<file path="config.mk">
export PLATFORM = sky130hd
export DESIGN_NAME = led_sequencer
export DESIGN_NICKNAME = d
export VERILOG_FILES = /design/src/rtl/led_sequencer.sv
export SDC_FILE = /design/constraint.sdc
export NUM_CORES = 1
export LEC_CHECK = 0
export ABC_CLOCK_PERIOD_IN_PS = 5500
export CAP_MARGIN = 25
export CORE_ASPECT_RATIO = 1.75
export CORE_MARGIN = 4
export CORE_UTILIZATION = 50
export CTS_CLUSTER_DIAMETER = 200
export DETAILED_ROUTE_END_ITERATION = 8
export PLACE_DENSITY_LB_ADDON = 0.2
export SETUP_SLACK_MARGIN = 0.4
export SLEW_MARGIN = 5
export SYNTH_ARGS = -nofsm -noshare
export SYNTH_HDL_FRONTEND = slang
export SYNTH_SLANG_ARGS = --single-unit
export TNS_END_PERCENT = 1
</file>
<file path="constraint.sdc">
create_clock -name clk_i -period 5.5 [get_ports clk_i]
set_clock_uncertainty 0.2 [all_clocks]
set_input_delay 0.825 -clock clk_i [delete_from_list [all_inputs] [get_ports clk_i]]
set_output_delay 0.825 -clock clk_i [all_outputs]
set_load 0.01 [all_outputs]
</file>
<file path="src/rtl/led_sequencer.sv">
`default_nettype none
// ============================================================================
// Module      : led_sequencer
// Description : Wishbone classic master that steps through a small table of
//               8-bit LED patterns. Each step issues one single-beat write,
//               then dwells a programmable number of cycles. Writes that are
//               never acknowledged are aborted after a bounded wait and
//               flagged on a sticky timeout output.
// Revision    : 1.0 - initial release
// ============================================================================
module led_sequencer #(
  parameter int NUM_PATTERNS   = 8,
  parameter int DWELL_WIDTH    = 24,
  parameter int TIMEOUT_CYCLES = 16
) (
  input  logic                            clk_i,
  input  logic                            rst_i,
  input  logic                            enable_i,
  input  logic [DWELL_WIDTH-1:0]          dwell_i,
  input  logic [$clog2(NUM_PATTERNS)-1:0] last_index_i,
  input  logic                            load_i,
  input  logic [$clog2(NUM_PATTERNS)-1:0] load_index_i,
  input  logic [7:0]                      load_data_i,
  input  logic                            clear_timeout_i,
  output logic                            cyc_o,
  output logic                            stb_o,
  output logic                            we_o,
  output logic [7:0]                      dat_o,
  input  logic                            ack_i,
  output logic                            busy_o,
  output logic [$clog2(NUM_PATTERNS)-1:0] index_o,
  output logic                            timeout_o
);

  localparam int IW = $clog2(NUM_PATTERNS);
  // Timeout counter only needs to reach TIMEOUT_CYCLES-1.
  localparam int TW = (TIMEOUT_CYCLES > 1) ? $clog2(TIMEOUT_CYCLES) : 1;
  localparam logic [TW-1:0] TO_LAST = TW'(TIMEOUT_CYCLES - 1);

  typedef enum logic [1:0] {
    IDLE  = 2'd0,
    WRITE = 2'd1,
    DWELL = 2'd2
  } state_t;

  state_t                 state_q;
  logic [7:0]             table_q [NUM_PATTERNS];
  logic [IW-1:0]          index_q;
  logic [IW-1:0]          step_index_d;
  logic [7:0]             dat_q;
  logic                   cyc_q;
  logic                   busy_q;
  logic                   timeout_q;
  logic [TW-1:0]          to_cnt_q;
  logic [DWELL_WIDTH-1:0] dwell_cnt_q;

  // Next table index on a step advance; >= compare clamps out-of-range limits.
  always_comb begin
    step_index_d = (index_q >= last_index_i) ? '0 : index_q + 1'b1;
  end

  // Pattern table: written at any time, read only when a write is launched.
  always_ff @(posedge clk_i or posedge rst_i) begin
    if (rst_i) begin
      for (int i = 0; i < NUM_PATTERNS; i++) begin
        table_q[i] <= 8'h00;
      end
    end else if (load_i) begin
      table_q[load_index_i] <= load_data_i;
    end
  end

  // Sequencer FSM with registered bus and status outputs.
  always_ff @(posedge clk_i or posedge rst_i) begin
    if (rst_i) begin
      state_q     <= IDLE;
      index_q     <= '0;
      dat_q       <= 8'h00;
      cyc_q       <= 1'b0;
      busy_q      <= 1'b0;
      timeout_q   <= 1'b0;
      to_cnt_q    <= '0;
      dwell_cnt_q <= '0;
    end else begin
      // Clear first so an abort in the same cycle overrides it.
      if (clear_timeout_i) begin
        timeout_q <= 1'b0;
      end
      case (state_q)
        IDLE: begin
          if (enable_i) begin
            state_q  <= WRITE;
            index_q  <= '0;
            dat_q    <= table_q[0];
            cyc_q    <= 1'b1;
            busy_q   <= 1'b1;
            to_cnt_q <= '0;
          end
        end
        WRITE: begin
          // Ack on the expiry cycle still counts as a successful write.
          if (ack_i || (to_cnt_q == TO_LAST)) begin
            cyc_q       <= 1'b0;
            dwell_cnt_q <= dwell_i;
            if (!ack_i) begin
              timeout_q <= 1'b1;
            end
            if (enable_i) begin
              state_q <= DWELL;
            end else begin
              state_q <= IDLE;
              busy_q  <= 1'b0;
            end
          end else begin
            to_cnt_q <= to_cnt_q + 1'b1;
          end
        end
        DWELL: begin
          if (!enable_i) begin
            state_q <= IDLE;
            busy_q  <= 1'b0;
          end else if (dwell_cnt_q == '0) begin
            state_q  <= WRITE;
            index_q  <= step_index_d;
            dat_q    <= table_q[step_index_d];
            cyc_q    <= 1'b1;
            to_cnt_q <= '0;
          end else begin
            dwell_cnt_q <= dwell_cnt_q - 1'b1;
          end
        end
        default: begin
          state_q <= IDLE;
          cyc_q   <= 1'b0;
          busy_q  <= 1'b0;
        end
      endcase
    end
  end

  assign cyc_o     = cyc_q;
  assign stb_o     = cyc_q;
  assign we_o      = cyc_q;
  assign dat_o     = dat_q;
  assign busy_o    = busy_q;
  assign index_o   = index_q;
  assign timeout_o = timeout_q;

endmodule
`default_nettype wire

</file>
After elaboration in Yosys (flattened, before gate mapping)

Cells that the tools add are included.

Input bits: 44
RAM bits: 0
Memories kept: 0
Bits in latches: 0
Output and inout port bits: 16
Flip-flop bits (word level): 108
ROM bits: 0

Mux-type cells: 42
Add/subtract/negate cells: 3
Multipliers: 0
$lt $le $gt $ge: 4
Equal/unequal tests: 10
Divide/modulo/power cells: 0
Bitwise gates (word level): 2
Reductions and logical operators: 13
Shifts and indexed selects: 0

Operators by type and width:

| cell                  | count |
|---|---|
| $mux 24               | 3 |
| $bwmux 64             | 1 |
| $mux 8                | 6 |
| $pmux 24 s2           | 1 |
| $bmux 8 s3            | 1 |
| $demux 8 s3           | 1 |
| $logic_not 24->1      | 1 |
| $sub 24x1->24 const B | 1 |
| $mux 4                | 4 |
| $pmux 8 s2            | 1 |
| $mux 3                | 4 |
| $ne 2x2->1 const B    | 6 |
| $pmux 4 s3            | 1 |
| $reduce_and 4->1      | 3 |
| $mux 1                | 10 |
| $mux 2                | 5 |
| $ge 4x4->1 const B    | 2 |
| $not 3->4             | 2 |
| $pmux 1 s3            | 2 |
| $pmux 2 s3            | 1 |
| $pmux 3 s2            | 1 |
| $reduce_and 5->1      | 1 |
| $add 4x1->4 const B   | 1 |
| $eq 4x4->1 const B    | 1 |
| other kinds (13)      | 14 |

Logic depth before layout (Yosys ltp)

Depth after elaboration: 9
Mapped depth: 11
Mapped depth without buffers: 7

Worst setup path before layout

Ideal clock, no wire load.

Path kind: register -> register
From: reg index_q[0] (netlist: index_o[0])
To: reg dat_q[2] (netlist: dat_o[2])
Path buffers: 4
Slack: 2530 ps
Stages on the path, launching flop included: 12
Arrival: 2649 ps
Cells stage by stage: dfrtp_1 -> buf_2 -> buf_2 -> buf_2 -> inv_1 -> ha_1 -> nand2b_1 -> a31oi_1 -> buf_2 -> mux2i_1 -> o311ai_0 -> a22o_1

Word-level cells in the longest chain between the ends: 9
Elaborated cells between the ends (all ways): 10

RTL lines:

| element                                          | line | source |
|---|---|---|
| start, declared                                  | 48   | `logic [IW-1:0] index_q;` |
| start signal, assigned                           | 124  | `index_q <= step_index_d;` |
| $add 3x1->3 / $ge 3x3->1 (equally long branches) | 59   | `step_index_d = (index_q >= last_index_i) ? '0 : index_q + 1'b1;` |
| $mux 3 *                                         | 59   |  |
| $not 3->4 (implied by the code) *                | 125  | `dat_q <= table_q[step_index_d];` |
| $bmux 8 s3 *                                     | 125  |  |
| $mux 8 (implied by the code) * (2 in a row)      | 125  |  |
| $mux 8 *                                         | 122  | `end else if (dwell_cnt_q == '0) begin` |
| $mux 8 *                                         | 119  | `if (!enable_i) begin` |
| $pmux 8 s2 *                                     | 89   | `case (state_q)` |
| end signal, assigned                             | 94   | `dat_q <= table_q[0];` |
| end signal, assigned                             | 125  |  |
| end, declared                                    | 50   | `logic [7:0] dat_q;` |

Every way passes the cells marked *; elsewhere a longest branch is shown, timed or not. The select of a mux whose other input is x is not followed.
A chain may end at the register's enable or synchronous reset.

Final worst setup path

From: in enable_i
To: reg dwell_cnt_q[22]

Word-level cells in the longest chain between the ends: 2

RTL lines:

| element                    | line | source |
|---|---|---|
| start, declared            | 18   | `input logic enable_i,` |
| $ne 2x2->1 (no line)       | --   |  |
| $reduce_and 4->1 (no line) | --   |  |
| end signal, assigned       | 104  | `dwell_cnt_q <= dwell_i;` |
| end signal, assigned       | 129  | `dwell_cnt_q <= dwell_cnt_q - 1'b1;` |
| end, declared              | 55   | `logic [DWELL_WIDTH-1:0] dwell_cnt_q;` |

No other way between the ends.

==> impl_metrics.py <==
metrics = {
    "yosys": {
        "synth_fp_nets": 587,
        "ys_top_cells_by_area": "dfrtp_1 46%, mux2_2 12%, mux4_2 3.1%",
        "syn_inst": 532,
        "ys_top_cells_by_count": "108 x dfrtp_1, 62 x mux2_2, 46 x nor2_1",
        "synthFlopType": "dfrtp_1",
        "ys_seq_area_share_pct": 46.2,
        "syn-cell-area_um2": 5840,
        "synth_edf_count": 0,
        "synth-async-reset-ratio_pct": 100,
        "synth_cell_types": 70,
        "yosysMostFrequentCell": "dfrtp_1",
        "synth_seq_cells": 108,
        "synth_warnings": 0,
        "synth_top_area_share_pct": 46.2,
        "synth_largest_area_cell": "dfrtp_1",
        "syn_area_per_cell_um2": 11.0,
    },
    "floorplan": {
        "die_h_um": 151,
        "num_rows": 52,
        "initial_core_util_pct": 50.7,
        "core_area_um2": 11500,
        "fp.dieW_um": 89.7,
        "io_pins": 60,
        "dieArea_um2": 13600,
    },
    "cells_and_area": {
        "layout.nets": 637,
        "multiInputGateArea_um2": 2930,
        "ff_latch_area_um2": 2700,
        "area_growth_pct": 17.6,
        "antenna_cells": 0,
        "layout.filler_cells": 948,
        "drive_gt1_share_pct": 19.4,
    },
    "clock_network": {
        "cts_tree": "done",
        "cts_buffer_depth": 2,
        "clock_latency_ns": 0.35,
        "clock-sinks": 108,
        "cts_root_buf": "clkbuf_16",
        "clkSlewWorstSetupHoldPaths_ns": 0.07,
        "cts_setup_buffers": 0,
        "cts_buffers": 9,
        "cts_resized": 0,
        "htreeDepth": 3,
        "ctsHoldBuffers": 0,
    },
    "worst_setup_path": {
        "cp.required_ns": 5.55,
        "path_class": "input port to register",
        "crit_family": "compound AO/OA/AOI/OAI gates",
        "crit_buf_inv": 1,
        "crit_slowest_cell": "clkdlybuf4s50_1",
        "arrival_ns": 2.87,
        "end_kind": "register",
        "crit_path_start_kind": "input port",
        "slowest_delay_ns": 0.64,
        "crit_chain": "clkdlybuf4s50_1, nand2_1, a22oi_1, o21a_1, a21oi_1, a311oi_1",
        "path_max_fanout": 15,
    },
    "power_and_ir_drop": {
        "power_leakage_nw": 2.72,
        "p_switching_mw": 1.01,
        "finalPower_mw": 2.89,
        "power_frac_clock_pct": 23.4,
        "sequentialPowerShare_pct": 43.7,
        "combinationalPowerShare_pct": 32.9,
        "p_sw_share_pct": 35.0,
        "ir_drop_mv": 0.183,
        "intPower_mw": 1.88,
        "power_density_nw_per_um2": 421,
    },
    "global_routing": {
        "track_usage_pct": 21.5,
        "grt_max_degree": 78,
        "grt_pass1_vias": 4762,
        "overflow": 0,
        "antenna_found_initial": 0,
        "grt_pass1_wl_um": 23300,
    },
    "hold_path": {
        "hold_class": "register to register",
    },
    "placed_design": {
        "hpwl_um": 10000,
        "gp_congestion": 0.874,
        "port_buffers": 59,
    },
    "sta": {
        "setup-violations-final": 0,
        "hold_violations": 0,
        "fin_crit_sh_pct": 51.2,
        "max_freq_mhz": 355,
        "tightestPinTransition_ns": 0.990,
        "period_needed_ns": 2.82,
        "setup_tns_ns": 0,
        "relSlewSlack_pct": 33.6,
        "slew_viol_final": 0,
        "rsz0062_at_grt": "false",
    },
    "routing": {
        "first_pass_iters": 5,
        "drc": 0,
        "routed_wl_um": 13800,
        "ant_nets": 0,
        "dr.first_iter.drc_count": 180,
        "vias": 4518,
        "via_per_inst": 6.26,
        "post_drt_wl_per_cell_um": 19.1,
    },
    "job": {
        "maxCapViolCount": 0,
    },
    "status": {
        "status": "complete, no violations",
    },
}
-- cell families after synthesis --
kind of cell	share of synthesized area [%]
buffers and inverters	3.60
muxes	18.1
AOI/OAI and AO/OA	14.6
DFF	46.2
adders and majority gates	2.35
and+or+nand+nor	14.8
xor gates and xnor gates	0.300
-- sequential cells by signal, summed over array words and instances (netlist names), 2 cells and up --
name and count:
table_q 64, dwell_cnt_q 24, to_cnt_q 4, index_o 3, dat_o 8, state_q 2
-- stage by stage --
stage	std cells	cell area [um^2]	worst slack, ns	utilization [%]	hold WS, ns
2_1_floorplan	532	5840	1.63	-	0.274
3_3_place_gp	702	6500	2.21	56.4	0.282
3_5_place_dp	703	6510	2.13	56.5	0.289
4_1_cts	719	6820	2.10	59.2	0.305
5_1_grt	722	6870	2.44	59.7	0.320
6_report	722	6870	2.68	59.7	0.308
-- final cells by class --
| class | count | share of cell area (%) |
|---|---|---|
| Multi-Input combinational cell | 377 | 42.7 |
| Sequential cell | 108 | 39.3 |
| Timing Repair Buffer | 67 | 9.94 |
| Clock buffer | 9 | 3.28 |
| Tap cell | 135 | 2.46 |
| Clock inverter | 7 | 1.26 |
| Inverter | 19 | 1.07 |
-- power groups by stage --
stage	logic [mW]	registers (mW)	clock network (mW)
6_report	0.951	1.26	0.677
5_1_grt	1.06	1.30	0.721
4_1_cts	0.941	1.26	0.690
3_5_place_dp	0.939	1.27	0
3_3_place_gp	0.900	1.26	0
2_1_floorplan	0.676	1.23	0
-- worst register-to-register path: cells and delay by family, from the launching register on --
kind / cells / cell delay [ns]
buffers and inverters: 2 / 0.37
DFF: 1 / 0.40
and+or+nand+nor: 1 / 0.17
AOI/OAI and AO/OA: 4 / 1.22
adders and majority gates: 1 / 0.33
-- layout by cell type (no fill, tap or decap), types with 3 or more instances in the layout --
cell and n:
a21oi_1 19, a221o_1 5, a22o_1 8, a2bb2oi_1 3, a311oi_1 7, a31o_2 3
a31oi_1 7, a32o_1 4, and2_1 4, buf_4 6, clkbuf_16 9, clkdlybuf4s50_1 59
dfrtp_1 108, ha_1 10, inv_1 18, mux2_2 62, mux2i_1 17, mux4_2 8
nand2_1 35, nand2b_1 7, nand3_1 8, nand4_1 5, nand4b_1 5, nor2_1 46
nor2b_1 5, nor3_1 4, nor3b_1 3, nor4_1 11, o21ai_0 23, o2bb2ai_1 4
o311ai_0 10, o32ai_1 3, or3_1 4
-- layer usage --
metal / track usage [%] / part of all wire, % / up-vias
li1: - / - / 2114
met1: 22.6 / 37 / 2223
met2: 41.2 / 55 / 146
met3: 3.03 / 3.7 / 35
met4: 11.4 / 3.5 / 0
met5: 0 / 0 / -
-- worst paths after layout --
check                       startpoint               to  slack (ns)  cells past startpoint
hold / removal             table_q[10]      table_q[10]        0.31                      1
max in group asynchronous        rst_i      table_q[60]        3.54                      4
setup reg to reg            state_q[0]  dwell_cnt_q[22]        2.70                      8
min in group asynchronous        rst_i      to_cnt_q[1]        0.51                      2
setup / recovery              enable_i  dwell_cnt_q[22]        2.68                      6
hold reg to reg            table_q[10]      table_q[10]        0.31                      1
No activity file was read; power rests on OpenSTA's default activity.
==> edit 1: new RTL, config.mk and constraints unchanged <==
Set the parameter `TIMEOUT_CYCLES` to 8 (it was 16).
--- a/src/rtl/led_sequencer.sv
+++ b/src/rtl/led_sequencer.sv
@@ -11,7 +11,7 @@
 module led_sequencer #(
   parameter int NUM_PATTERNS   = 8,
   parameter int DWELL_WIDTH    = 24,
-  parameter int TIMEOUT_CYCLES = 16
+  parameter int TIMEOUT_CYCLES = 8
 ) (
   input  logic                            clk_i,
   input  logic                            rst_i,
Behaviour: no difference found for any inputs over 4 cycles, from zero or initial values and one cycle with rst_i high; that may be too few to reach the edited logic, so the function may still have changed.
==> edit 1 against the original RTL <==
Power grew 4.7%; routed wire length rose by 5.7%; final cell count up 0.42%; area after synthesis up 0.79%; worst setup slack got worse by 0.50 ns; hold slack about the same; combinational power increased by 18%; highest routed layer unchanged; cell area is 0.73% higher; sequential cell count is 1 lower; via count rose by 0.46%.
==> edit 1: results (changes against the original RTL) <==
- M3 GR Usage: 0.0405 (was 0.0303)
- Relative slew slack: 0.388 (was 0.336)
- Clk buf depth: 2 (unchanged)
- Layout cells sized above 1: 0.214 (was 0.194)
- Critical Path AT: 3.39 ns (was 2.87 ns)
- Cell leakage power: 0.00280 uW (was 0.00272 uW)
- Clock transition at path regs: 0.08 ns
- M1 GR Usage: 0.232 (was 0.226)
- CP Max Fanout: 29 (was 15)
- Hold Slack: 0.307 ns (was 0.308 ns)
- PortBufs: 59 (unchanged)
- Via count: 4,539 (was 4,518)
- Synth Net Count: 593 (was 587)
- Initial DRC count: 254 (was 180)
- Min-Delay Path Class: reg2reg (unchanged)
- Routed WL: 14,600 um (was 13,800 um)
- Top reg by flops: table_q (unchanged)
- Synth top area cells: dfrtp_1 (45%), mux2_2 (12%), mux4_2 (3.1%) (was dfrtp_1 (46%), mux2_2 (12%), mux4_2 (3.1%))
- Root Buffer: clkbuf_16 (unchanged)
- Ys flop type: dfrtp_1 (unchanged)
- Vias in the first global route: 4,638 (was 4,762)
- Antenna Violating Nets Remaining: 0 (unchanged)
- Skew-Pair Late Insertion Delay: 0.35 ns (about the same)
- Seq/Total Area, Yosys: 0.455 (was 0.462)
- H-tree levels: 3 (unchanged)
- YS warnings: 0 (unchanged)
- Outcome: finished clean (unchanged)
- VDD IR-drop max: 0.000228 V (was 0.000183 V)
- GRT Util Overall: 0.217 (was 0.215)
- GR Layer Usage met2: 0.417 (was 0.412)
- Fill cell count: 1,003 (was 948)
- Post-CTS sizing: 0 (unchanged)
- Largest net degree at the start of global routing: 77 (was 78)
- Ant diodes: 0 (unchanged)
- First-pass GRT wire length: 23,500 um (was 23,300 um)
- DR pass1 iterations: 6 (was 5)
- Slowest-stage cell, CP: dfrtp_1 (was clkdlybuf4s50_1)
- Antenna violations before repair: 0 (unchanged)
- Synth cell count leaders: dfrtp_1 (107), mux2_2 (65), nand2_1 (38) (was dfrtp_1 (108), mux2_2 (62), nor2_1 (46))
- CTS buffer count: 9 (unchanged)
- Number of flip-flops in the largest register: 64 (unchanged)
- P_int: 1890 uW (was 1880 uW)
- Max incr delay on CP: 0.78 ns (was 0.64 ns)
- R2R setup slack: 2.19 ns (was 2.70 ns)
- RD Place Congestion: 0.884 (was 0.874)
- Hpwl dp: 10,600 um (was 10,000 um)
- Final layout net count: 641 (was 637)
- Synth cell types: 65 (was 70)
## edit 1: cell families (layout without fill, tap and decap cells)
group                    Yosys count  after routing  share of synthesized area
flip-flops                       107            107                      0.455
adder cells (fa/ha/maj)           12             12                     0.0255
buffers and inverters             50            103                     0.0342
AND/OR/NAND/NOR                  148            148                      0.143
multiplexers                      85             85                      0.175
AO/OA/AOI/OAI                    135            135                      0.167
## edit 1: worst max-delay path: cells and delay by family, from the launching register on
family | cells | cell delay [ns]
AO/OA/AOI/OAI | 3 | 0.46
adder cells (fa/ha/maj) | 1 | 0.40
buffers and inverters | 2 | 0.70
flip-flops | 1 | 0.78
AND/OR/NAND/NOR | 2 | 0.68
## edit 1: cell type report
type / count / area (um^2) / share of cell area
Clock inverter: 7 / 72.6 / 0.0105
Tap cell: 135 / 169 / 0.0244
Sequential cell: 107 / 2680 / 0.387
Clock buffer: 9 / 225 / 0.0325
Timing Repair Buffer: 66 / 676 / 0.0976
Inverter: 21 / 81.3 / 0.0117
Multi-Input combinational cell: 380 / 3020 / 0.437
## edit 1: path summary, 6_finish.rpt
kind,startpoint,end,cells after the start
max reg2reg,index_o[0],dat_o[7],8
max in group asynchronous,rst_i,table_q[2],4
min in group asynchronous,rst_i,busy_o,2
max,index_o[0],dat_o[7],8
min reg2reg,table_q[3],table_q[3],1
min,table_q[3],table_q[3],1
## edit 1: layer usage
layer	routed length (um)	vias up
li1	-	2144
met1	5510	2259
met2	8200	110
met3	528	26
met4	337	0
met5	0	-
## edit 1: stage by stage
stage | area, um^2 | cells | power, uW | setup WS [ns]
6_report | 6920 | 725 | 3030 | 2.19
5_1_grt | 6920 | 725 | 3210 | 2.02
4_1_cts | 6880 | 723 | 3030 | 2.16
3_5_place_dp | 6580 | 707 | 2380 | 2.06
3_3_place_gp | 6580 | 707 | 2340 | 2.13
2_1_floorplan | 5890 | 537 | 2000 | 1.66
## edit 1: power by group through the flow
stage / clock [uW] / sequential, uW / combinational, uW
after global routing: 688 / 1300 / 1230
after detailed placement: 0 / 1280 / 1110
after CTS: 655 / 1260 / 1110
after global placement: 0 / 1260 / 1070
after floorplan: 0 / 1220 / 781
final: 644 / 1270 / 1120
==> edit 2: new RTL, same flow settings <==
Made on the original files. Put one more register stage on the output `timeout_o`, with the module's reset. The value now appears one clock later. The other outputs are not delayed to match.
--- a/src/rtl/led_sequencer.sv
+++ b/src/rtl/led_sequencer.sv
@@ -144,7 +144,13 @@
   assign dat_o     = dat_q;
   assign busy_o    = busy_q;
   assign index_o   = index_q;
-  assign timeout_o = timeout_q;
+  always_ff @(posedge clk_i or posedge rst_i) begin
+    if (rst_i) begin
+      timeout_o <= '0;
+    end else begin
+      timeout_o <= timeout_q;
+    end
+  end
 
 endmodule
 `default_nettype wire
Behaviour: no difference found for any inputs over 4 cycles, from zero or initial values and one cycle with rst_i high; that may be too few to reach the edited logic, so the function may still have changed.
==> edit 2 against the original RTL <==
Count of clock-buffer cells in the layout unchanged; power decreased by 0.77%; routed wire length rose by 1.2%; die area grew 0.40%; sequential cell count rose by 1; worst setup slack worse by 0.055 ns; sequential share of layout area rose by 0.34 points; cell area about the same; area after synthesis rose by 0.43%.
==> edit 2: results (changes against the original RTL) <==
- Synth cell count leaders: dfrtp_1 (109), mux2_2 (62), nor2_1 (46) (was dfrtp_1 (108), mux2_2 (62), nor2_1 (46))
- Post-CTS Hold Buffers: 0 (unchanged)
- Setup bufs post-CTS: 0 (unchanged)
- Hpwl dp: 10,100 um (was 10,000 um)
- Cell leakage power: 0.00273 uW (was 0.00272 uW)
- DR pass1 iterations: 5 (unchanged)
- Largest net degree at the start of global routing: 78 (unchanged)
- Slowest-stage cell, CP: clkdlybuf4s50_1 (unchanged)
- HP Start: timeout_q (was table_q[10])
- PortBufs: 59 (unchanged)
- Hold Path End: timeout_o (was table_q[10])
- Min-Delay Path Class: reg2reg (unchanged)
- GR Layer Usage met2: 0.420 (was 0.412)
- Synth cell types: 70 (unchanged)
- Initial DRC count: 200 (was 180)
- Layout cells sized above 1: 0.194 (about the same)
- Root Buffer: clkbuf_16 (unchanged)
- Vias in the first global route: 4,745 (was 4,762)
- Clk buf depth: 2 (unchanged)
- Outcome: finished clean (unchanged)
- Routed length per instance: 19.3 um (was 19.1 um)
- M3 GR Usage: 0.0368 (was 0.0303)
- Via count: 4,496 (was 4,518)
- Reg2Reg Launch Point: state_q[0] (unchanged)
- Number of flip-flops in the largest register: 64 (unchanged)
- Post-CTS sizing: 0 (unchanged)
- CP Max Fanout: 11 (was 15)
- R2R setup slack: 2.66 ns (was 2.70 ns)
- Crit-path leading delay family: compound AO/OA/AOI/OAI gates (unchanged)
- Max incr delay on CP: 0.45 ns (was 0.64 ns)
- Ant diodes: 0 (unchanged)
- Skew-Pair Late Insertion Delay: 0.35 ns (about the same)
- Seq/Total Area, Yosys: 0.465 (was 0.462)
- Critical Path AT: 2.96 ns (was 2.87 ns)
- VDD IR-drop max: 0.000164 V (was 0.000183 V)
- Asr flop ratio synth: 1.00 (unchanged)
- H-tree levels: 3 (unchanged)
- Synth Net Count: 588 (was 587)
- First-pass GRT wire length: 23,400 um (was 23,300 um)
- Switch Pwr: 1030 uW (was 1010 uW)
- Final layout net count: 638 (was 637)
- YS warnings: 0 (unchanged)
- Actual slew at the worst max-slew pin: 0.957 ns (was 0.990 ns)
- GRT Util Overall: 0.216 (was 0.215)
- Top reg by flops: table_q (unchanged)
- M1 GR Usage: 0.228 (was 0.226)
- Synth top area cells: dfrtp_1 (46%), mux2_2 (12%), mux4_2 (3.1%) (unchanged)
- WHS Path Cells: 0 (was 1)
- RD Place Congestion: 0.899 (was 0.874)
- CTS buffer count: 9 (unchanged)
- Clock transition at path regs: 0.08 ns
- R2R cell count: 8 (unchanged)
- Critical R2R Capture: dwell_cnt_q[7] (was dwell_cnt_q[22])
- Antenna violations before repair: 0 (unchanged)
- Fill cell count: 948 (unchanged)
[edit 2: kinds of logic after synthesis]
logic type / count (synthesis) / share of synthesized area
xor+xnor: 2 / 0.00298
compound gates: 118 / 0.145
simple gates: 158 / 0.147
buf+inv: 47 / 0.0358
fa+ha+maj: 11 / 0.0234
mux: 88 / 0.181
flops: 109 / 0.465
[edit 2: how the worst max path moves through the flow]
stage                          from        endpoint  slack [ns]  cells past startpoint
floorplan                     rst_i          busy_o        1.60                      1
global placement    last_index_i[2]        dat_o[1]        2.02                      8
detailed placement       state_q[0]  dwell_cnt_q[7]        2.15                      7
CTS                      state_q[0]  dwell_cnt_q[5]        2.16                      7
global route             index_o[0]        dat_o[4]        2.38                      9
finish              last_index_i[2]        dat_o[2]        2.63                      9
[edit 2: power by group through the flow]
stage	combinational [uW]	clock, uW	sequential (uW)
floorplan	676	0	1240
global placement	903	0	1270
detailed placement	946	0	1280
CTS	950	653	1270
global route	1070	686	1310
finish	958	639	1270
[edit 2: through the flow]
stage | hold WS, ns | instances | area (um^2) | total power [uW] | worst slack, ns
floorplan | 0.154 | 533 | 5870 | 1910 | 1.60
global placement | 0.165 | 702 | 6520 | 2170 | 2.02
detailed placement | 0.168 | 705 | 6540 | 2230 | 2.15
CTS | 0.195 | 721 | 6830 | 2870 | 2.16
global route | 0.207 | 723 | 6880 | 3060 | 2.38
finish | 0.192 | 723 | 6880 | 2870 | 2.63
[edit 2: cell type report]
class	count	area share
multi-input cells	377	0.427
well taps	135	0.0246
inverters	19	0.0107
repair buffers	67	0.0990
clock inverters	7	0.00982
clock buffers	9	0.0327
flip-flops and latches	109	0.397
[edit 2: per-layer routing]
metal | vias to the layer above | part of all wire
met5 | - | 0
met4 | 0 | 0.027
met3 | 32 | 0.032
met2 | 103 | 0.57
met1 | 2250 | 0.38
li1 | 2111 | -
